## src/rtl/serial_arith_pkg.sv

```systemverilog
// Shared definitions for the bit-serial arithmetic engines (adder now, subtractor later).
// Holds the FSM state encoding and the default operand width.
package serial_arith_pkg;

    localparam int DEFAULT_WIDTH = 8;

    typedef enum logic [1:0] {
        ST_IDLE = 2'd0,
        ST_RUN  = 2'd1,
        ST_DONE = 2'd2
    } state_t;

endpackage

```

## src/rtl/full_adder_bit.sv

```systemverilog
// One-bit combinational full adder; the single arithmetic cell of the serial engine.
module full_adder_bit (
    input  logic a,
    input  logic b,
    input  logic ci,
    output logic s,
    output logic co
);

    assign s  = a ^ b ^ ci;
    assign co = (a & b) | (a & ci) | (b & ci);

endmodule

```

## src/rtl/serial_adder.sv

```systemverilog
// Bit-serial WIDTH-bit adder: operands are accepted in IDLE, summed LSB-first over
// WIDTH cycles through one full adder, then presented with a one-cycle done pulse.
module serial_adder
    import serial_arith_pkg::*;
#(
    parameter int WIDTH = DEFAULT_WIDTH
) (
    input  logic             clk,
    input  logic             rst_n,
    input  logic             start_valid,
    output logic             start_ready,
    input  logic [WIDTH-1:0] a,
    input  logic [WIDTH-1:0] b,
    input  logic             cin,
    output logic [WIDTH-1:0] sum,
    output logic             cout,
    output logic             done,
    output logic             busy
);

    localparam int CW = $clog2(WIDTH);
    localparam logic [CW-1:0] LAST = CW'(WIDTH - 1);

    state_t           state;
    state_t           next_state;
    logic [WIDTH-1:0] sa;
    logic [WIDTH-1:0] sb;
    logic [WIDTH-1:0] res;
    logic             carry;
    logic [CW-1:0]    cnt;
    logic             s;
    logic             co;

    full_adder_bit u_fa (
        .a  (sa[0]),
        .b  (sb[0]),
        .ci (carry),
        .s  (s),
        .co (co)
    );

    always_ff @(posedge clk or negedge rst_n) begin
        if (!rst_n) begin
            state <= ST_IDLE;
        end else begin
            state <= next_state;
        end
    end

    always_comb begin
        next_state = state;
        case (state)
            ST_IDLE: if (start_valid) next_state = ST_RUN;
            ST_RUN:  if (cnt == LAST) next_state = ST_DONE;
            ST_DONE: next_state = ST_IDLE;
            default: next_state = ST_IDLE;
        endcase
    end

    always_comb begin
        start_ready = (state == ST_IDLE);
        busy        = (state == ST_RUN) || (state == ST_DONE);
        done        = (state == ST_DONE);
    end

    // Result bits enter at the MSB so the finished word lines up after WIDTH shifts.
    always_ff @(posedge clk or negedge rst_n) begin
        if (!rst_n) begin
            sa    <= '0;
            sb    <= '0;
            res   <= '0;
            carry <= 1'b0;
            cnt   <= '0;
            sum   <= '0;
            cout  <= 1'b0;
        end else if (state == ST_IDLE && start_valid) begin
            sa    <= a;
            sb    <= b;
            carry <= cin;
            cnt   <= '0;
        end else if (state == ST_RUN) begin
            sa    <= sa >> 1;
            sb    <= sb >> 1;
            res   <= {s, res[WIDTH-1:1]};
            carry <= co;
            cnt   <= cnt + CW'(1);
            if (cnt == LAST) begin
                sum  <= {s, res[WIDTH-1:1]};
                cout <= co;
            end
        end
    end

endmodule

```

## config.mk

```make
export PLATFORM = sky130hd
export DESIGN_NAME = serial_adder
export DESIGN_NICKNAME = d
export VERILOG_FILES = /design/src/rtl/serial_arith_pkg.sv /design/src/rtl/full_adder_bit.sv /design/src/rtl/serial_adder.sv
export SDC_FILE = /design/constraint.sdc
export NUM_CORES = 1
export LEC_CHECK = 0
export ABC_CLOCK_PERIOD_IN_PS = 2000
export BUFFER_PORTS_ARGS = -buffer_cell sky130_fd_sc_hd__buf_2
export CELL_PAD_IN_SITES_DETAIL_PLACEMENT = 1
export CELL_PAD_IN_SITES_GLOBAL_PLACEMENT = 2
export CORE_MARGIN = 2
export CORE_UTILIZATION = 36
export DETAILED_ROUTE_END_ITERATION = 8
export PLACE_DENSITY_LB_ADDON = 0.1
export SETUP_SLACK_MARGIN = 0.3
export SLEW_MARGIN = 30
export SYNTH_ARGS = -nofsm -noshare
export SYNTH_HDL_FRONTEND = slang
export SYNTH_SLANG_ARGS = --single-unit
export TNS_END_PERCENT = 10
```

## constraint.sdc

```tcl
create_clock -name clk -period 2 [get_ports clk]
set_input_delay 0.1 -clock clk [delete_from_list [all_inputs] [get_ports clk]]
set_output_delay 0.1 -clock clk [all_outputs]
set_load 0.01 [all_outputs]
```

==> flow_summary.yaml <==
sta:
  final-hold-violation-count: 0
  drv_slew: 0
  setup_viol: 0
  relSlewSlack: 0.779
  fin_crit_sh: 0.767
  timing.fmax_mhz: 652
  skew_ns: 0.00927
  tns_ns: 0
  worstMarginPinSlew_ns: 0.332
  layout_setup_ws_ns: 0.466
  rsz0062_at_grt: "no"
  layout_min_cycle_time_ns: 1.53
grt:
  grt_pass1_vias: 1164
  met1_usage: 0.177
  gr-usage-met3: 0.0428
  grt_pass1_wl_um: 5590
  grt-ovfl-total: 0
  busiest_layer: "met2"
  grt_usage: 0.139
  met2_usage: 0.222
  grt_max_degree: 39
  antenna_found_initial: 0
clock_tree:
  tritoncts: "done"
  root_buffer: "clkbuf_8"
  cts_buffers: 5
  post_cts_buffers: 0
  cts.sinks: 38
  clock_latency_ns: 0.29
  clk_path_buf_depth: 2
  cts_max_level: 2
  path_clk_slew_ns: 0.08
finish:
  regArea_um2: 951
  layoutNonFillerInstCount: 225
  fillers: 490
  fin_util: 0.437
  multi_input_area_um2: 684
  diodes: 0
  syn2layout_area_growth_pct: 19.4
  final_cell_area_mm2: 0.00204
  drive_above_1_share: 0.374
  finalNetCount: 199
logic_synthesis:
  ys.flop_type: "dfrtp_1"
  synth-edff-count: 0
  synthCells: 135
  synth_common_cells: "dfrtp_1 (38), nand2_1 (19), mux2_2 (18), mux2i_1 (17), o21ai_1 (10)"
  synth-seq-area-share: 0.557
  synthDistinctLibCells: 18
  synth_async_sr_flop_share: 1.00
  ys_ff_latch: 38
  yosys.cell_count.top_type: "dfrtp_1"
  syn_nets: 163
  synth.avg_cell_area_um2: 12.6
  synth_area_leader_cell: "dfrtp_1"
  ys_top_cells_by_area: "dfrtp_1 (56%), mux2_2 (12%), mux2i_1 (10%), ha_1 (5.1%), nand2_1 (4.2%)"
  synth_top_cell_area_share: 0.557
  synth_warnings: 0
  synth_area_mm2: 0.00171
placement:
  hpwl_um: 2280
  placed_cell_area_mm2: 0.00189
  gp_congestion: 0.708
  place_inst: 216
  place_ws_ns: 0.384
  io_buffers: 31
worst_hold_path:
  hold_end: "sa[5]"
  holdPathStages: 3
  hp-start: "a[5]"
  hp-class: "primary input to flip-flop"
power:
  power_per_cell_area_mw_per_mm2: 1570
  p_leak_nw: 1.01
  vdd.ir_drop.worst_v: 0.000525
floorplanning:
  floorplan.initialDensity: 0.366
  die_w_um: 72.9
  core_mm2: 0.00466
  die_h_um: 72.9
  num_rows: 25
  die-area_mm2: 0.00531
  ios: 32
routing:
  drtIter0Drc: 45
  drt_pass1_iterations: 3
  drt-total-wl_um: 3140
  num_vias: 1089
  wl_per_cell_um: 14.0
  drc: 0
  vias_per_cell: 4.84
  drt.antenna.violating_nets: 0
job:
  cap_violations: 0
setup_path:
  path_class: "flip-flop to flip-flop"
  startpoint: "cnt[0]"
  rrSetupSlack_ns: 0.47
  cp-end-kind: "flip-flop"
  start_kind: "flip-flop"
  critPathRequiredTime_ns: 2.17
  cp_max_fo: 9
  r2r_start: "cnt[0]"
  r2r_cells: 4
  arrival_ns: 1.70
  r2r-end: "cout"
status:
  outcome: "finished, final reports clean"
==> worst max-delay path by stage <==
stage,to,slack (ns)
2_1_floorplan,state[0],0.60
4_1_cts,cout,0.36
3_3_place_gp,sum[0],0.47
6_report,cout,0.47
3_5_place_dp,cout,0.38
5_1_grt,sb[2],0.34
==> logic make-up (layout without fill, tap and decap cells) <==
logic type / count (synthesis) / in the layout / synth area share
buffers and inverters: 11 / 47 / 0.0432
adders and majority gates: 8 / 8 / 0.0630
muxes: 35 / 35 / 0.218
AOI/OAI and AO/OA: 18 / 18 / 0.0572
xor gates and xnor gates: 1 / 1 / 0.00513
and+or+nand+nor: 24 / 24 / 0.0557
DFF: 38 / 38 / 0.557
==> flip-flops by register name, summed over array words and instances (netlist names) <==
name and flops:
sb 8, sa 8, cnt 3, cout 1, state 2, sum 8, res 7, carry 1
==> layout by cell type (no fill, tap or decap), types with 3 or more instances in the layout <==
| master | synthesis | routed |
|---|---|---|
| dfrtp_1 | 38 | 38 |
| buf_4 | 2 | 3 |
| ha_1 | 7 | 6 |
| buf_2 | 2 | 31 |
| inv_1 | 3 | 3 |
| nand2_1 | 19 | 19 |
| o21ai_1 | 10 | 10 |
| nor2_1 | 3 | 3 |
| clkbuf_8 | 0 | 6 |
| mux2i_1 | 17 | 17 |
| mux2_2 | 18 | 18 |
| o21ai_0 | 7 | 7 |
==> routing by layer <==
metal	share of wire	vias to the layer above
met5	0	-
met3	0.045	6
met1	0.46	532
met4	0.019	0
met2	0.47	24
li1	-	527
==> metrics by stage <==
step / total power, mW / hold slack (ns)
global route: 3.49 / 0.0133
CTS: 3.26 / 0.00669
floorplan: 2.26 / -0.196
global placement: 2.52 / 0.243
detailed placement: 2.59 / 0.259
finish: 3.21 / 0.00936
==> worst max-delay path, cell delays in order (launching register included) <==
cell and delay (ns):
dfrtp_1 0.41, ha_1 0.21, ha_1 0.22, nand2_2 0.20
mux2_2 0.37
==> report_power, final <==
group	internal [mW]	switching (mW)	total (mW)
sequential	1.12	0.210	1.33
combinational	0.617	0.604	1.22
clock	0.399	0.263	0.662
==> area by class of cell <==
cell class              instances  area share
well taps                      54      0.0331
multi-input cells              86       0.336
flip-flops and latches         38       0.467
clock inverters                 1      0.0147
inverters                       4     0.00737
clock buffers                   6      0.0405
repair buffers                 36       0.102
==> timing repair <==
| item | in CTS | in global routing |
|---|---|---|
| resized for setup | 0 | 1 |
| hold endpoints to repair | 38 | 0 |
| hold buffers | 1 | 0 |
| endpoints found under the setup margin | 0 | 9 |
Note: power is estimated with default switching activity, not from simulation.
